**src/rtl/result_mem_writer_pkg.sv**
```systemverilog
// Shared definitions for the result memory writer: line geometry, tile size
// encoding and the job FSM states.
package result_mem_writer_pkg;

  localparam int DEFAULT_ELEM_W = 32;
  localparam int DEFAULT_ADDR_W = 8;
  localparam int LINE_W         = 512;
  localparam int TILE_DIM       = 4;
  localparam int LANE_W         = LINE_W / (TILE_DIM * TILE_DIM);
  localparam int SLOTS_PER_LINE = 4;
  localparam int SLOT_W         = LINE_W / SLOTS_PER_LINE;

  typedef enum logic {
    SIZE_4X4 = 1'b0,
    SIZE_2X2 = 1'b1
  } size_type_e;

  typedef enum logic [1:0] {
    ST_IDLE,
    ST_COLLECT,
    ST_FLUSH,
    ST_DONE
  } state_e;

  typedef logic [LINE_W-1:0] line_t;

endpackage

```
**src/rtl/result_mem_writer_line_fifo.sv**
```systemverilog
// Small synchronous FIFO of packed output lines sitting between tile packing
// and the output SRAM write port.
module line_fifo #(
  parameter int WIDTH = 512,
  parameter int DEPTH = 2
) (
  input  logic             clk,
  input  logic             reset,
  input  logic             push,
  input  logic [WIDTH-1:0] push_data,
  input  logic             pop,
  output logic [WIDTH-1:0] head,
  output logic             full,
  output logic             empty
);

  localparam int PTR_W = (DEPTH > 1) ? $clog2(DEPTH) : 1;
  localparam int CNT_W = $clog2(DEPTH + 1);

  logic [WIDTH-1:0] mem [DEPTH];
  logic [PTR_W-1:0] wr_ptr;
  logic [PTR_W-1:0] rd_ptr;
  logic [CNT_W-1:0] count;
  logic             do_push;
  logic             do_pop;

  function automatic logic [PTR_W-1:0] next_ptr(input logic [PTR_W-1:0] p);
    return (p == PTR_W'(DEPTH - 1)) ? '0 : p + PTR_W'(1);
  endfunction

  assign full    = (count == CNT_W'(DEPTH));
  assign empty   = (count == '0);
  assign do_push = push && !full;
  assign do_pop  = pop && !empty;
  assign head    = mem[rd_ptr];

  // NOTE: sequential state uses non-blocking assignments so every register
  // samples pre-edge values regardless of statement order.
  always_ff @(posedge clk or negedge reset) begin
    if (!reset) begin
      wr_ptr <= '0;
      rd_ptr <= '0;
      count  <= '0;
    end else begin
      if (do_push) wr_ptr <= next_ptr(wr_ptr);
      if (do_pop)  rd_ptr <= next_ptr(rd_ptr);
      case ({do_push, do_pop})
        2'b10:   count <= count + CNT_W'(1);
        2'b01:   count <= count - CNT_W'(1);
        default: count <= count;
      endcase
    end
  end

  // NOTE: line storage is deliberately left unreset; the pointers and count
  // define validity, and consumers gate the head with empty.
  always_ff @(posedge clk) begin
    if (do_push) mem[wr_ptr] <= push_data;
  end

endmodule

```
**src/rtl/result_mem_writer.sv**
```systemverilog
// Collects 4x4 or 2x2 result tiles from the PE array, packs them into 512-bit
// lines and streams the lines to the output SRAM at consecutive addresses.
module result_mem_writer
  import result_mem_writer_pkg::*;
#(
  parameter int ELEM_W     = DEFAULT_ELEM_W,
  parameter int ADDR_W     = DEFAULT_ADDR_W,
  parameter int FIFO_DEPTH = 2
) (
  input  logic                               clk,
  input  logic                               reset,
  input  logic                               start_i,
  input  logic [7:0]                         total_tiles_i,
  input  logic                               size_type_i,
  input  logic                               tile_valid_i,
  output logic                               tile_ready_o,
  input  logic signed [3:0][3:0][ELEM_W-1:0] result_tile_i,
  output logic                               mem_wr_en_o,
  input  logic                               mem_wr_ready_i,
  output logic [ADDR_W-1:0]                  mem_wr_addr_o,
  output logic [LINE_W-1:0]                  mem_wr_data_o,
  output logic                               busy_o,
  output logic                               write_done_o
);

  state_e            state;
  size_type_e        size_q;
  logic [7:0]        total_q;
  logic [7:0]        tile_cnt;
  line_t             pack_q;
  line_t             line_4x4;
  line_t             line_2x2;
  line_t             push_line;
  line_t             fifo_head;
  logic [SLOT_W-1:0] quad;
  logic [1:0]        slot;
  logic              accept;
  logic              last_tile;
  logic              push;
  logic              pop;
  logic              fifo_full;
  logic              fifo_empty;

  // Ready depends on registered state only, never on tile_valid_i.
  assign tile_ready_o = (state == ST_COLLECT) && !fifo_full;
  assign accept       = tile_valid_i && tile_ready_o;
  assign slot         = tile_cnt[1:0];
  assign last_tile    = (tile_cnt == total_q - 8'd1);
  assign push         = accept && ((size_q == SIZE_4X4) || (slot == 2'd3) || last_tile);
  assign pop          = mem_wr_en_o && mem_wr_ready_i;

  // NOTE: every always_comb output gets a default first so no path through
  // the block can leave it unassigned and infer a latch.
  always_comb begin
    line_4x4 = '0;
    quad     = '0;
    line_2x2 = pack_q;
    for (int r = 0; r < TILE_DIM; r++) begin
      for (int c = 0; c < TILE_DIM; c++) begin
        line_4x4[(TILE_DIM*r + c)*LANE_W +: LANE_W] = LANE_W'($signed(result_tile_i[r][c]));
      end
    end
    for (int r = 0; r < 2; r++) begin
      for (int c = 0; c < 2; c++) begin
        quad[(2*r + c)*LANE_W +: LANE_W] = LANE_W'($signed(result_tile_i[r][c]));
      end
    end
    // Slots above the current one are still zero, so a partial last line
    // goes out with its unused slots cleared.
    line_2x2[int'(slot)*SLOT_W +: SLOT_W] = quad;
    push_line = (size_q == SIZE_4X4) ? line_4x4 : line_2x2;
  end

  line_fifo #(
    .WIDTH (LINE_W),
    .DEPTH (FIFO_DEPTH)
  ) u_line_fifo (
    .clk       (clk),
    .reset     (reset),
    .push      (push),
    .push_data (push_line),
    .pop       (pop),
    .head      (fifo_head),
    .full      (fifo_full),
    .empty     (fifo_empty)
  );

  assign mem_wr_en_o   = !fifo_empty;
  assign mem_wr_data_o = fifo_empty ? '0 : fifo_head;

  always_ff @(posedge clk or negedge reset) begin
    if (!reset) begin
      state        <= ST_IDLE;
      size_q       <= SIZE_4X4;
      total_q      <= '0;
      tile_cnt     <= '0;
      pack_q       <= '0;
      busy_o       <= 1'b0;
      write_done_o <= 1'b0;
    end else begin
      write_done_o <= (state == ST_DONE);
      case (state)
        ST_IDLE: begin
          if (start_i) begin
            total_q  <= total_tiles_i;
            size_q   <= size_type_e'(size_type_i);
            tile_cnt <= '0;
            pack_q   <= '0;
            busy_o   <= 1'b1;
            state    <= (total_tiles_i == 8'd0) ? ST_DONE : ST_COLLECT;
          end
        end
        ST_COLLECT: begin
          if (accept) begin
            tile_cnt <= tile_cnt + 8'd1;
            if (size_q == SIZE_2X2) pack_q <= push ? '0 : line_2x2;
            if (last_tile) state <= ST_FLUSH;
          end
        end
        ST_FLUSH: begin
          if (fifo_empty) state <= ST_DONE;
        end
        ST_DONE: begin
          busy_o <= 1'b0;
          state  <= ST_IDLE;
        end
        default: state <= ST_IDLE;
      endcase
    end
  end

  // Line address restarts with every job and advances once per completed write.
  always_ff @(posedge clk or negedge reset) begin
    if (!reset) begin
      mem_wr_addr_o <= '0;
    end else if ((state == ST_IDLE) && start_i) begin
      mem_wr_addr_o <= '0;
    end else if (pop) begin
      mem_wr_addr_o <= mem_wr_addr_o + ADDR_W'(1);
    end
  end

endmodule

```
**config.mk**
```make
export PLATFORM = sky130hd
export DESIGN_NAME = result_mem_writer
export DESIGN_NICKNAME = d
export VERILOG_FILES = /design/src/rtl/result_mem_writer_pkg.sv /design/src/rtl/result_mem_writer_line_fifo.sv /design/src/rtl/result_mem_writer.sv
export SDC_FILE = /design/constraint.sdc
export NUM_CORES = 2
export LEC_CHECK = 0
export BUFFER_PORTS_ARGS = -buffer_cell sky130_fd_sc_hd__buf_2
export CORE_AREA = 2 2 414 416
export DETAILED_ROUTE_END_ITERATION = 10
export DIE_AREA = 0 0 416 418
export PLACE_DENSITY = 0.56
export SYNTH_ARGS = -nofsm -noshare
export SYNTH_HDL_FRONTEND = slang
export SYNTH_SLANG_ARGS = --single-unit
export TNS_END_PERCENT = 10
```
**constraint.sdc**
```tcl
create_clock -name clk -period 53.4 [get_ports clk]
set_input_delay 5.34 -clock clk [delete_from_list [all_inputs] [get_ports clk]]
set_output_delay 5.34 -clock clk [all_outputs]
set_load 0.005 [all_outputs]
```
==> results.yml <==
outcome:
  run_status: "finished clean"
pwr:
  power.share.combinational_pct: 35.4
  finalPower_mw: 4.384
  power_frac_seq_pct: 37.3
  clkPwrFrac_pct: 27.3
  p_int_mw: 2.762
  ir_drop_v: 0.00004407
  p_switching_mw: 1.621
  power.density_mw_per_mm2: 53.83
  p_sw_share_pct: 36.99
  leakagePower_nw: 34.45
place:
  io_buffers: 1049
  pre_cts_ws_ns: 43.13
  gp_congestion: 0.8631
  dp_hpwl_um: 165200
  place_area_mm2: 0.07566
  dp_cells: 8507
clock_tree:
  cts_tree: "done"
  cts_buffers: 169
  cts_root_buffer: "clkbuf_16"
  clkTransAtPathRegs_ns: 0.06
  cts_hold_buf: 0
  clk_latency_ns: 0.81
  clkSinkCount: 1569
  cts_max_path_buffers: 3
  cts_setup_buffers: 0
  h-tree-depth: 4
  cts-resized-gates: 0
die:
  row_count: 151
  pin_count: 1050
  die_h_um: 418
  coreArea_mm2: 0.1691
  start_util_pct: 40.87
  die_x_um: 416
  die_area_mm2: 0.1739
logic_synthesis:
  synth_area_leaders: "edfxtp_1 44%, dfrtp_1 20%, mux2i_1 7.4%"
  syn_inst: 5730
  synth_seq_cells: 1569
  yosysTopAreaCellShare_pct: 44.50
  async_reset_ff_share_pct: 34.74
  synth.distinct_cells: 49
  synth_top_family_by_area: "compound AO/OA/AOI/OAI gates"
  yosysTopAreaCell: "edfxtp_1"
  synth.avg_cell_area_um2: 12.06
  yosys.area_share.simple_pct: 10.06
  synthAdderAreaFrac_pct: 0.2535
  synth_mux_area_share_pct: 7.545
  synth_compound_area_share_pct: 14.18
  synth_nets: 6270
  synth_warnings: 0
  syn-cell-area_mm2: 0.06910
  synthXorXnorAreaFrac_pct: 0.3042
  synth_flop_cell: "edfxtp_1"
  yosysSeqAreaShare_pct: 64.23
  synth-edff-count: 1024
final_layout:
  post-route-util_pct: 48.16
  fin_nets: 7000
  stdcell_area_mm2: 0.08144
  drive_gt1_share_pct: 21.47
  area_delta_synth_final_pct: 17.85
  instances_no_fill: 8866
timing:
  worst_pin_slew_ns: 1.166
  grt_setup_unrepaired: "false"
  setup_tns_ns: 0
  timing.hold.ws_ns: 0.4932
  period_share_pct: 20.85
  finalClockSkew_ns: 0.04216
  timing.final.hold_violations: 0
  max_slew_margin_pct: 22.26
  setup_slack_ns: 42.27
  finalSetupViolCount: 0
  max_freq_mhz: 89.83
  slew_viol_final: 0
  layout_min_cycle_time_ns: 11.13
routing:
  viasPerCell: 5.670
  wl_per_cell_um: 27.77
  route.vias.total: 50270
  first_pass_iters: 6
  drc: 0
  wirelength_um: 246200
  ant_nets: 0
  drt_iter0_drc: 4940
grt:
  overflow: 0
  grt_usage_pct: 27.26
  antenna_found_initial: 49
  grt_start_max_net_pins: 191
  grt_pass1_wl_um: 346600
  grt_pass1_vias: 49260
worst_setup_path:
  crit_fanout: 59
  endpoint_kind: "primary output"
  cp.required_ns: 48.06
  worstPathArrival_ns: 5.79
  critPathMaxStageDelay_ns: 0.93
  path_cells: "buf_4 > buf_4 > buf_4 > buf_4 > mux2i_1 > nor2_1 > buf_2"
  slowest_stage: "dfrtp_4"
  crit_top_cell: "buf_4"
  worstSetupStartpointType: "flip-flop"
  worst-setup-path-type: "reg -> out"
worst_hold_path:
  hold_path_class: "reg -> reg"
run:
  cap_violations: 0
## cells by family after synthesis
logic type | count (synthesis)
buf+inv | 578
flops | 1569
mux | 520
compound gates | 1511
simple gates | 1514
fa+ha+maj | 14
xor+xnor | 24
## cell type report
class / count / area [um^2]
inverters: 11 / 41.29
fillers: 15520 / 87660
multi-input cells: 3583 / 22530
repair buffers: 1126 / 5913
diodes: 40 / 100.1
flip-flops and latches: 1569 / 44400
clock buffers: 230 / 4718
clock inverters: 89 / 963.4
well taps: 2218 / 2775
## synthesized netlist by cell type, drive strengths merged, types with 10 or more instances
| cell type | n |
|---|---|
| buf | 115 |
| nand2 | 22 |
| o21ai | 11 |
| a22o | 576 |
| nor2b | 455 |
| ha | 14 |
| nor2 | 986 |
| xor2 | 10 |
| inv | 11 |
| clkbuf | 452 |
| a21oi | 904 |
| dfrtp | 545 |
| edfxtp | 1024 |
| mux2i | 513 |
| xnor2 | 14 |
## power by group through the flow
stage	logic, mW	registers (mW)	clock network, mW
final	1.55	1.63	1.20
after global routing	1.67	1.64	1.27
after CTS	1.56	1.63	1.22
after detailed placement	1.55	1.66	0
after global placement	1.53	1.66	0
after floorplan	0.918	1.75	0
## path summary, 6_finish.rpt
check                                                to          startpoint  cells past startpoint  slack (ns)
worst max-delay path                 mem_wr_data_o[346]  u_line_fifo.rd_ptr                      7       42.27
worst min-delay path                        pack_q[359]         pack_q[359]                      1        0.49
worst max register to register  u_line_fifo.mem[1][476]          total_q[4]                     10       47.33
worst min register to register              pack_q[359]         pack_q[359]                      1        0.49
max in group asynchronous                    pack_q[83]               reset                      4       45.61
min in group asynchronous              mem_wr_addr_o[7]               reset                      1        4.51
## flip-flops by register name, indices dropped and copies added, names as in the netlist
| name | flops |
|---|---|
| u_line_fifo.mem | 1024 |
| pack_q | 512 |
| mem_wr_addr_o | 8 |
| tile_cnt | 8 |
| total_q | 8 |
| state | 2 |
| u_line_fifo.count | 2 |
| busy_o | 1 |
| size_q | 1 |
| u_line_fifo.rd_ptr | 1 |
| u_line_fifo.wr_ptr | 1 |
| write_done_o | 1 |
## critical path: cells and delay by family (launching register included)
| kind | cells | cell delay, ns |
|---|---|---|
| flops | 1 | 0.93 |
| buf+inv | 5 | 3.40 |
| simple gates | 1 | 0.06 |
| mux | 1 | 0.30 |
## cells in the final DEF, fill, tap and decap left out, drive strengths merged, types with 4 or more instances in the layout
cell | Yosys | layout
buf | 115 | 1126
edfxtp | 1024 | 1024
nor2 | 986 | 986
a21oi | 904 | 904
a22o | 576 | 576
dfrtp | 545 | 545
mux2i | 513 | 513
nor2b | 455 | 455
clkbuf | 452 | 230
clkinv | 0 | 64
diode | 0 | 40
nand2 | 22 | 22
bufinv | 0 | 16
inv | 11 | 15
xnor2 | 14 | 14
ha | 14 | 14
o21ai | 11 | 11
xor2 | 10 | 10
nand3 | 8 | 8
and3 | 8 | 8
mux2 | 7 | 7
nor3 | 7 | 7
and2 | 6 | 6
a31oi | 6 | 6
clkinvlp | 0 | 5
a211oi | 5 | 5
nand2b | 4 | 4
nor4 | 4 | 4
nand4 | 4 | 4
## per-layer routing
layer / part of all wire [%] / vias to the layer above / wire length [um] / track usage, %
met5: 0.047 / - / 115 / 0
met4: 5.0 / 20 / 12280 / 14.14
met3: 5.3 / 437 / 12990 / 3.774
met2: 50 / 1985 / 124300 / 46.29
met1: 39 / 25670 / 96480 / 33.95
li1: - / 22160 / - / -
Note: power is estimated with default switching activity, not from simulation.
